$ cat config.mk
export PLATFORM = sky130hd
export DESIGN_NAME = i2c_arbiter
export DESIGN_NICKNAME = d
export VERILOG_FILES = /design/src/rtl/i2c_arbiter.sv
export SDC_FILE = /design/constraint.sdc
export NUM_CORES = 1
export LEC_CHECK = 0
export ABC_AREA = 1
export CAP_MARGIN = 0
export CORE_AREA = 5 5 102 104
export DETAILED_ROUTE_END_ITERATION = 7
export DIE_AREA = 0 0 107 109
export PLACE_DENSITY_LB_ADDON = 0.12
export SLEW_MARGIN = 20
export SYNTH_ARGS = -nofsm -noshare
export SYNTH_HDL_FRONTEND = slang
export SYNTH_SLANG_ARGS = --single-unit
$ cat constraint.sdc
create_clock -name clk_32M -period 1.7 [get_ports clk_32M]
set_input_delay 0.34 -clock clk_32M [delete_from_list [all_inputs] [get_ports clk_32M]]
set_output_delay 0.34 -clock clk_32M [all_outputs]
set_load 0.05 [all_outputs]
$ cat src/rtl/i2c_arbiter.sv
// i2c_arbiter: round-robin sharing of one i2c_master among NUM_REQ
// requesters, with a fixed inter-transfer gap and a hang timeout.
module i2c_arbiter #(
    parameter int NUM_REQ        = 2,
    parameter int GAP_CYCLES     = 16,
    parameter int TIMEOUT_CYCLES = 320000
) (
    input  logic                 clk_32M,
    input  logic                 rst,
    input  logic [NUM_REQ-1:0]   req,
    input  logic [NUM_REQ*8-1:0] req_ctrl,
    input  logic [NUM_REQ*8-1:0] req_data,
    output logic [NUM_REQ-1:0]   ack,
    output logic                 ack_err,
    output logic                 timeout_err,
    output logic                 busy,
    output logic [1:0]           grant_id,
    output logic                 m_enable,
    output logic [7:0]           m_reg_addr,
    output logic [7:0]           m_data,
    input  logic                 m_done
);

    typedef enum logic [1:0] {
        S_IDLE,
        S_BUSY,
        S_GAP
    } state_t;

    localparam logic [23:0] TMAX    = 24'(TIMEOUT_CYCLES - 1);
    localparam logic [7:0]  GLOAD   = 8'(GAP_CYCLES);
    localparam logic [1:0]  PTR_RST = 2'(NUM_REQ - 1);

    state_t state, state_nxt;

    logic [23:0]        timer, timer_nxt;
    logic [7:0]         gap_cnt, gap_cnt_nxt;
    logic [1:0]         ptr, ptr_nxt;
    logic [NUM_REQ-1:0] ack_nxt;
    logic               ack_err_nxt;
    logic               terr_nxt;
    logic               busy_nxt;
    logic [1:0]         gid_nxt;
    logic               en_nxt;
    logic [7:0]         addr_nxt;
    logic [7:0]         data_nxt;

    logic [3:0]  req_pad;
    logic [31:0] ctrl_pad;
    logic [31:0] data_pad;
    logic [3:0]  ack_pad;
    logic [2:0]  cand;
    logic [1:0]  win;
    logic        found;

    always_comb begin
        req_pad                  = '0;
        req_pad[NUM_REQ-1:0]     = req;
        ctrl_pad                 = '0;
        ctrl_pad[NUM_REQ*8-1:0]  = req_ctrl;
        data_pad                 = '0;
        data_pad[NUM_REQ*8-1:0]  = req_data;
        ack_pad                  = 4'b0001 << grant_id;
    end

    // First pending requester after ptr, wrapping at NUM_REQ.
    always_comb begin
        found = 1'b0;
        win   = '0;
        cand  = '0;
        for (int k = 1; k <= NUM_REQ; k++) begin
            cand = 3'(ptr) + 3'(k);
            if (cand >= 3'(NUM_REQ)) begin
                cand = cand - 3'(NUM_REQ);
            end
            if (!found && req_pad[cand[1:0]]) begin
                found = 1'b1;
                win   = cand[1:0];
            end
        end
    end

    always_comb begin
        state_nxt   = state;
        timer_nxt   = timer;
        gap_cnt_nxt = gap_cnt;
        ptr_nxt     = ptr;
        ack_nxt     = '0;
        ack_err_nxt = 1'b0;
        terr_nxt    = timeout_err;
        gid_nxt     = grant_id;
        en_nxt      = m_enable;
        addr_nxt    = m_reg_addr;
        data_nxt    = m_data;

        unique case (state)
            S_IDLE: begin
                if (found) begin
                    addr_nxt  = ctrl_pad[{win, 3'b000} +: 8];
                    data_nxt  = data_pad[{win, 3'b000} +: 8];
                    gid_nxt   = win;
                    ptr_nxt   = win;
                    en_nxt    = 1'b1;
                    timer_nxt = '0;
                    state_nxt = S_BUSY;
                end
            end
            S_BUSY: begin
                en_nxt = 1'b1;
                // m_done takes precedence over a coincident timeout
                if (m_done) begin
                    en_nxt      = 1'b0;
                    ack_nxt     = ack_pad[NUM_REQ-1:0];
                    gap_cnt_nxt = GLOAD;
                    state_nxt   = S_GAP;
                end else if (timer == TMAX) begin
                    en_nxt      = 1'b0;
                    ack_nxt     = ack_pad[NUM_REQ-1:0];
                    ack_err_nxt = 1'b1;
                    terr_nxt    = 1'b1;
                    gap_cnt_nxt = GLOAD;
                    state_nxt   = S_GAP;
                end else begin
                    timer_nxt = timer + 24'd1;
                end
            end
            S_GAP: begin
                en_nxt = 1'b0;
                if (gap_cnt <= 8'd1) begin
                    gap_cnt_nxt = '0;
                    state_nxt   = S_IDLE;
                end else begin
                    gap_cnt_nxt = gap_cnt - 8'd1;
                end
            end
            default: begin
                en_nxt    = 1'b0;
                state_nxt = S_IDLE;
            end
        endcase

        busy_nxt = (state_nxt != S_IDLE);
    end

    always_ff @(posedge clk_32M) begin
        if (rst) begin
            state       <= S_IDLE;
            timer       <= '0;
            gap_cnt     <= '0;
            ptr         <= PTR_RST;
            ack         <= '0;
            ack_err     <= 1'b0;
            timeout_err <= 1'b0;
            busy        <= 1'b0;
            grant_id    <= '0;
            m_enable    <= 1'b0;
            m_reg_addr  <= '0;
            m_data      <= '0;
        end else begin
            state       <= state_nxt;
            timer       <= timer_nxt;
            gap_cnt     <= gap_cnt_nxt;
            ptr         <= ptr_nxt;
            ack         <= ack_nxt;
            ack_err     <= ack_err_nxt;
            timeout_err <= terr_nxt;
            busy        <= busy_nxt;
            grant_id    <= gid_nxt;
            m_enable    <= en_nxt;
            m_reg_addr  <= addr_nxt;
            m_data      <= data_nxt;
        end
    end

endmodule
==> impl_metrics.ini, run 1 <==
[global_routing]
grt_overflow = 0
grt_max_degree = 20
grt_pass1_vias = 3365
antenna_found_initial = 0
track_usage = 0.169
grt_pass1_wl_um = 15800

[clock_network]
clkSinkCount = 59
cts-root-buf = clkbuf_8
clkTransAtPathRegs_ns = 0.08
cts_tree = yes
insertion_delay_ns = 0.34
h-tree-depth = 3
numCtsBuffers = 9
cts_max_path_buffers = 2

[power]
power_frac_seq = 0.416
combPwrFrac = 0.214
switchingPower_mw = 1.16
internal-power_mw = 2.43
power_density_mw_per_mm2 = 829
pwr-share-clk = 0.370
switching_share = 0.322
ir_drop_uv = 499
total_power_mw = 3.58
leakage_nw = 1.71

[synth]
netlist_instances = 491
syn_nets = 531
synth.avg_cell_area_um2 = 6.49
synth_cell_types = 32
syn-cell-area_mm2 = 0.00319
synth_top_cells_by_count = nand2_1 (107), nor2_1 (86), dfxtp_1 (59)
yosys_register_bits = 59
async_flop_share = 0
yosysWarnings = 0
ys_seq_area_frac = 0.371
synth_top_area_frac = 0.371
synth-edff-count = 0
synth_top_flop_cell = dfxtp_1
synth_area_leader_cell = dfxtp_1
synth.top_cells.by_area = dfxtp_1 (37%), nand2_1 (13%), nor2_1 (10%)
synth.most_common_cell = nand2_1

[timing]
fmaxAchievable_mhz = 632
finClkSkew_ns = 0.00909
relSlewSlack = 0.729
period_needed_ns = 1.58
timing.hold.ws_ns = 0.469
tightest_slew_ns = 0.403
setup_viol = 0
drv_slew = 0
finalWorstSetupSlack_ns = 0.118
hold_viol = 0
final.period_utilization = 0.931

[setup_path]
arrival_ns = 1.85
path_max_fanout = 3
reg2reg_depth = 10
start_kind = flip-flop
slowest_stage = dfxtp_2
crit_path_frequent_cell = nand2_1
r2r_start = timer[0]
cp_cell_sequence = ha_2 > nand3_2 > buf_4 > inv_1 > nand2_1 > o21ai_0 > nand2_1 > nor2_1 > nand2_1 > a21oi_1
critical_path_buf_inv_count = 2
endpoint = timer[16]
end_kind = flip-flop
r2r_slack_ns = 0.12
worstSetupPathType = flip-flop to flip-flop
cp.depth = 10
critPathLaunch = timer[0]
crit_family = simple AND/OR/NAND/NOR gates
r2r-end = timer[16]
critPathRequiredTime_ns = 1.97
critPathMaxStageDelay_ns = 0.35

[final_layout]
fin_area_mm2 = 0.00432
drive_gt1_frac = 0.180
final_util = 0.457
insertedDiodeCount = 0
area_growth_pct = 35.6
nNetsFinal = 619

[run_status]
status = finished clean

[drt]
wl_met2_um = 4500
first_iter_violations = 110
ant_nets = 0
top_layer = met4
wl_per_cell_um = 13.3
wirelength_um = 9320
drc = 0
wl_met1_um = 4190
vias = 3444
first_pass_iters = 4
drt-vias-per-instance = 4.93
met3_length_um = 480

[floorplanning]
fp.dieH_um = 109
ios = 61
fp.dieW_um = 107
num_rows = 36
placeableCoreArea_mm2 = 0.00946
die_area_mm2 = 0.0117
start_util = 0.337

[placed_design]
gp_congestion = 0.837
dp_slack_ns = -0.0518
dpl_cell_area_mm2 = 0.00406
dp_hpwl_um = 7140
portBuffers = 60

[run]
drv_cap = 0

[min_path]
hold_class = flip-flop to flip-flop
-- cell usage in the layout (no fill, tap or decap), types with 3 or more instances in the layout --
cell | synthesis | layout
nand4_1 | 13 | 13
a21oi_1 | 40 | 40
clkdlybuf4s50_1 | 0 | 36
nand2_1 | 107 | 106
nand3_1 | 44 | 43
nor3_1 | 9 | 6
nor2_1 | 86 | 83
nor2_2 | 2 | 4
inv_1 | 50 | 49
o21ai_0 | 23 | 21
nand2_2 | 3 | 4
dfxtp_1 | 59 | 50
o31ai_1 | 12 | 12
nor3_2 | 0 | 3
dfxtp_2 | 0 | 9
clkbuf_8 | 0 | 9
xor2_1 | 6 | 6
buf_4 | 1 | 57
o21ai_1 | 1 | 3
-- metrics by stage --
step           setup TNS (ns)  instances
2_1_floorplan               0        491
3_3_place_gp          -0.0219        681
3_5_place_dp           -0.195        681
4_1_cts                     0        697
5_1_grt               -0.0323        698
6_report                    0        698
-- worst register-to-register path: stages (launching register included) --
cell	delay (ns)
dfxtp_2	0.35
ha_2	0.20
nand3_2	0.10
buf_4	0.15
inv_1	0.04
nand2_1	0.10
o21ai_0	0.19
nand2_1	0.07
nor2_1	0.10
nand2_1	0.06
a21oi_1	0.14
-- how the worst min path moves through the flow --
stage / endpoint / cells past startpoint / start
after CTS: m_reg_addr[0] / 2 / m_reg_addr[0]
after global placement: m_reg_addr[3] / 2 / m_reg_addr[3]
after detailed placement: m_reg_addr[0] / 2 / m_reg_addr[0]
final: m_reg_addr[0] / 2 / m_reg_addr[0]
after global routing: m_reg_addr[3] / 2 / m_reg_addr[3]
after floorplan: timer[2] / 2 / timer[2]
-- logic make-up (layout without fill, tap and decap cells) --
family / Yosys count / count (layout) / share of synthesized area
XOR/XNOR: 7 / 7 / 0.0192
buffers and inverters: 68 / 161 / 0.0879
AO/OA/AOI/OAI: 81 / 81 / 0.141
AND/OR/NAND/NOR: 273 / 273 / 0.370
adder cells (fa/ha/maj): 3 / 3 / 0.0118
flip-flops: 59 / 59 / 0.371
-- sequential cells by signal, indices dropped and copies added (netlist names) --
| name | cells |
|---|---|
| grant_id | 2 |
| m_enable | 1 |
| gap_cnt | 8 |
| m_reg_addr | 8 |
| ack_err | 1 |
| ptr | 1 |
| m_data | 8 |
| timeout_err | 1 |
| state | 2 |
| timer | 24 |
| ack | 2 |
| busy | 1 |
-- power groups by stage --
stage | sequential (mW) | clock (mW) | combinational, mW
3_3_place_gp | 1.52 | 0 | 0.766
6_report | 1.49 | 1.33 | 0.767
4_1_cts | 1.49 | 1.37 | 0.776
5_1_grt | 1.50 | 1.43 | 0.834
3_5_place_dp | 1.52 | 0 | 0.774
2_1_floorplan | 1.69 | 0 | 0.291
-- area by class of cell --
cell class / instances / area [um2]
well taps: 114 / 143
clock buffers: 9 / 124
flip-flops and latches: 59 / 1190
fillers: 1001 / 5140
inverters: 50 / 188
repair buffers: 95 / 828
clock inverters: 7 / 75.1
multi-input cells: 364 / 1770
-- metal layers --
| layer | vias to the layer above | track usage |
|---|---|---|
| met2 | 61 | 0.292 |
| li1 | 1784 | - |
| met3 | 11 | 0.0515 |
| met5 | - | 0 |
| met4 | 0 | 0.0584 |
| met1 | 1588 | 0.201 |
-- timing repair --
action,4_1_cts,5_1_grt
buffers inserted,0,1
gates resized for setup,0,22
endpoints found under the setup margin,0,32
hold buffers,0,0
No activity file was read; power rests on OpenSTA's default activity.
==> inputs of run 2 (changes only) <==
CORE_AREA = 5 5 96 98   (was 5 5 102 104)
DIE_AREA = 0 0 101 103   (was 0 0 107 109)
==> impl_metrics.ini, run 2 (synthesis gave the netlist of run 1 again) <==
[global_routing]
antenna_found_initial = 0
grt_pass1_vias = 3507
grt_overflow = 0
track_usage = 0.192
grt_max_degree = 26
grt_pass1_wl_um = 15900

[drt]
wl_per_cell_um = 13.4
vias = 3490
first_pass_iters = 4
first_iter_violations = 147
drc = 0
ant_nets = 0
drt-vias-per-instance = 5.04
wirelength_um = 9290

[placed_design]
dp.cells = 675
dp_slack_ns = -0.0456
dp_hpwl_um = 6830
portBuffers = 60
gp_congestion = 0.845

[clock_network]
insertion_delay_ns = 0.34
clkTransAtPathRegs_ns = 0.08
numCtsBuffers = 9
h-tree-depth = 3
cts_tree = yes
cts_max_path_buffers = 2
ctsHoldBuffers = 0
cts-root-buf = clkbuf_8
clkSinkCount = 59

[run_status]
status = finished clean

[setup_path]
r2r-end = timeout_err
reg2reg_depth = 8
slowest_stage = dfxtp_2
start_kind = flip-flop
cp.depth = 8
worstSetupPathType = flip-flop to flip-flop
crit_family = simple AND/OR/NAND/NOR gates
path_max_fanout = 3
r2r_start = timer[0]
arrival_ns = 1.83
cp_cell_sequence = ha_2 > nand2_1 > nor2_4 > buf_4 > inv_1 > nor3_2 > nand4_1 > o21ai_0
r2r_slack_ns = 0.14
critical_path_buf_inv_count = 2
critPathMaxStageDelay_ns = 0.35
critPathRequiredTime_ns = 1.97
critPathLaunch = timer[0]
end_kind = flip-flop
endpoint = timeout_err

[floorplanning]
fp.dieH_um = 103
ios = 61
fp.dieW_um = 101
placeableCoreArea_mm2 = 0.00838
start_util = 0.380
num_rows = 34
die_area_mm2 = 0.0104

[timing]
period_needed_ns = 1.56
fmaxAchievable_mhz = 642
finalWorstSetupSlack_ns = 0.142
rsz0062_at_grt = false
final.period_utilization = 0.916
hold_viol = 0
drv_slew = 0
setup_viol = 0
tightest_slew_ns = 0.400
finClkSkew_ns = 0.0112
relSlewSlack = 0.732

[final_layout]
largest_reg_flops = 24
finalNonFillerCells = 692
final_cell_mix = nand2_1 (105), nor2_1 (84), buf_4 (55), dfxtp_1 (51), inv_1 (49)
insertedDiodeCount = 0
area_growth_pct = 35.7
nNetsFinal = 619
largest-register = timer
final_common_cell = nand2_1
drive_gt1_frac = 0.178

[power]
ir_drop_uv = 417
power_density_mw_per_mm2 = 823
leakage_nw = 1.72

[min_path]
min_from = m_data[1]
hold_class = flip-flop to flip-flop

[run]
drv_cap = 0
run 2: where the power goes:
| part | switching (mW) | total (mW) | internal (mW) |
|---|---|---|---|
| clock network | 0.607 | 1.29 | 0.679 |
| registers | 0.0415 | 1.49 | 1.45 |
| logic | 0.482 | 0.782 | 0.300 |
| total | 1.13 | 3.56 | 2.43 |
run 2: cell type report:
type	count	area, um2
Sequential cell	59	1190
Timing Repair Buffer	95	845
Clock inverter	6	66.3
Multi-Input combinational cell	364	1770
Tap cell	108	135
Fill cell	875	4060
Inverter	50	188
Clock buffer	10	128
run 2: worst min-delay path, delay by kind of cell (launching register included):
kind,cells,cell delay (ns)
simple gates,1,0.06
compound gates,1,0.05
flops,1,0.32
run 2: repair_timing:
item                                    in CTS  in global routing
gates resized for setup                      2                 19
buffers inserted                             0                  1
pin swaps                                    1                  6
endpoints found under the setup margin       2                 32
gates cloned                                 0                  0
run 2: how the worst min path moves through the flow:
stage                      endpoint  slack, ns  depth (start not counted)
after floorplan            timer[2]       0.45                          2
after global placement    m_data[0]       0.44                          2
after detailed placement  m_data[0]       0.45                          2
after CTS                 m_data[0]       0.47                          2
after global routing      m_data[0]       0.50                          2
final                     m_data[1]       0.46                          2
run 2: metal layers:
metal,part of all wire,track usage
met1,0.43,0.224
met2,0.50,0.336
met3,0.059,0.0589
met4,0.015,0.0634
met5,0,0
run 2: metrics by stage:
stage / setup TNS (ns) / hold WS [ns] / instance area (um2) / util / total power [mW]
floorplan: 0 / 0.455 / 3190 / - / 1.98
global placement: -0.00710 / 0.441 / 4060 / 0.485 / 2.29
detailed placement: -0.151 / 0.448 / 4060 / 0.485 / 2.30
CTS: 0 / 0.469 / 4270 / 0.509 / 3.60
global route: 0 / 0.496 / 4330 / 0.516 / 3.74
finish: 0 / 0.465 / 4330 / 0.516 / 3.56
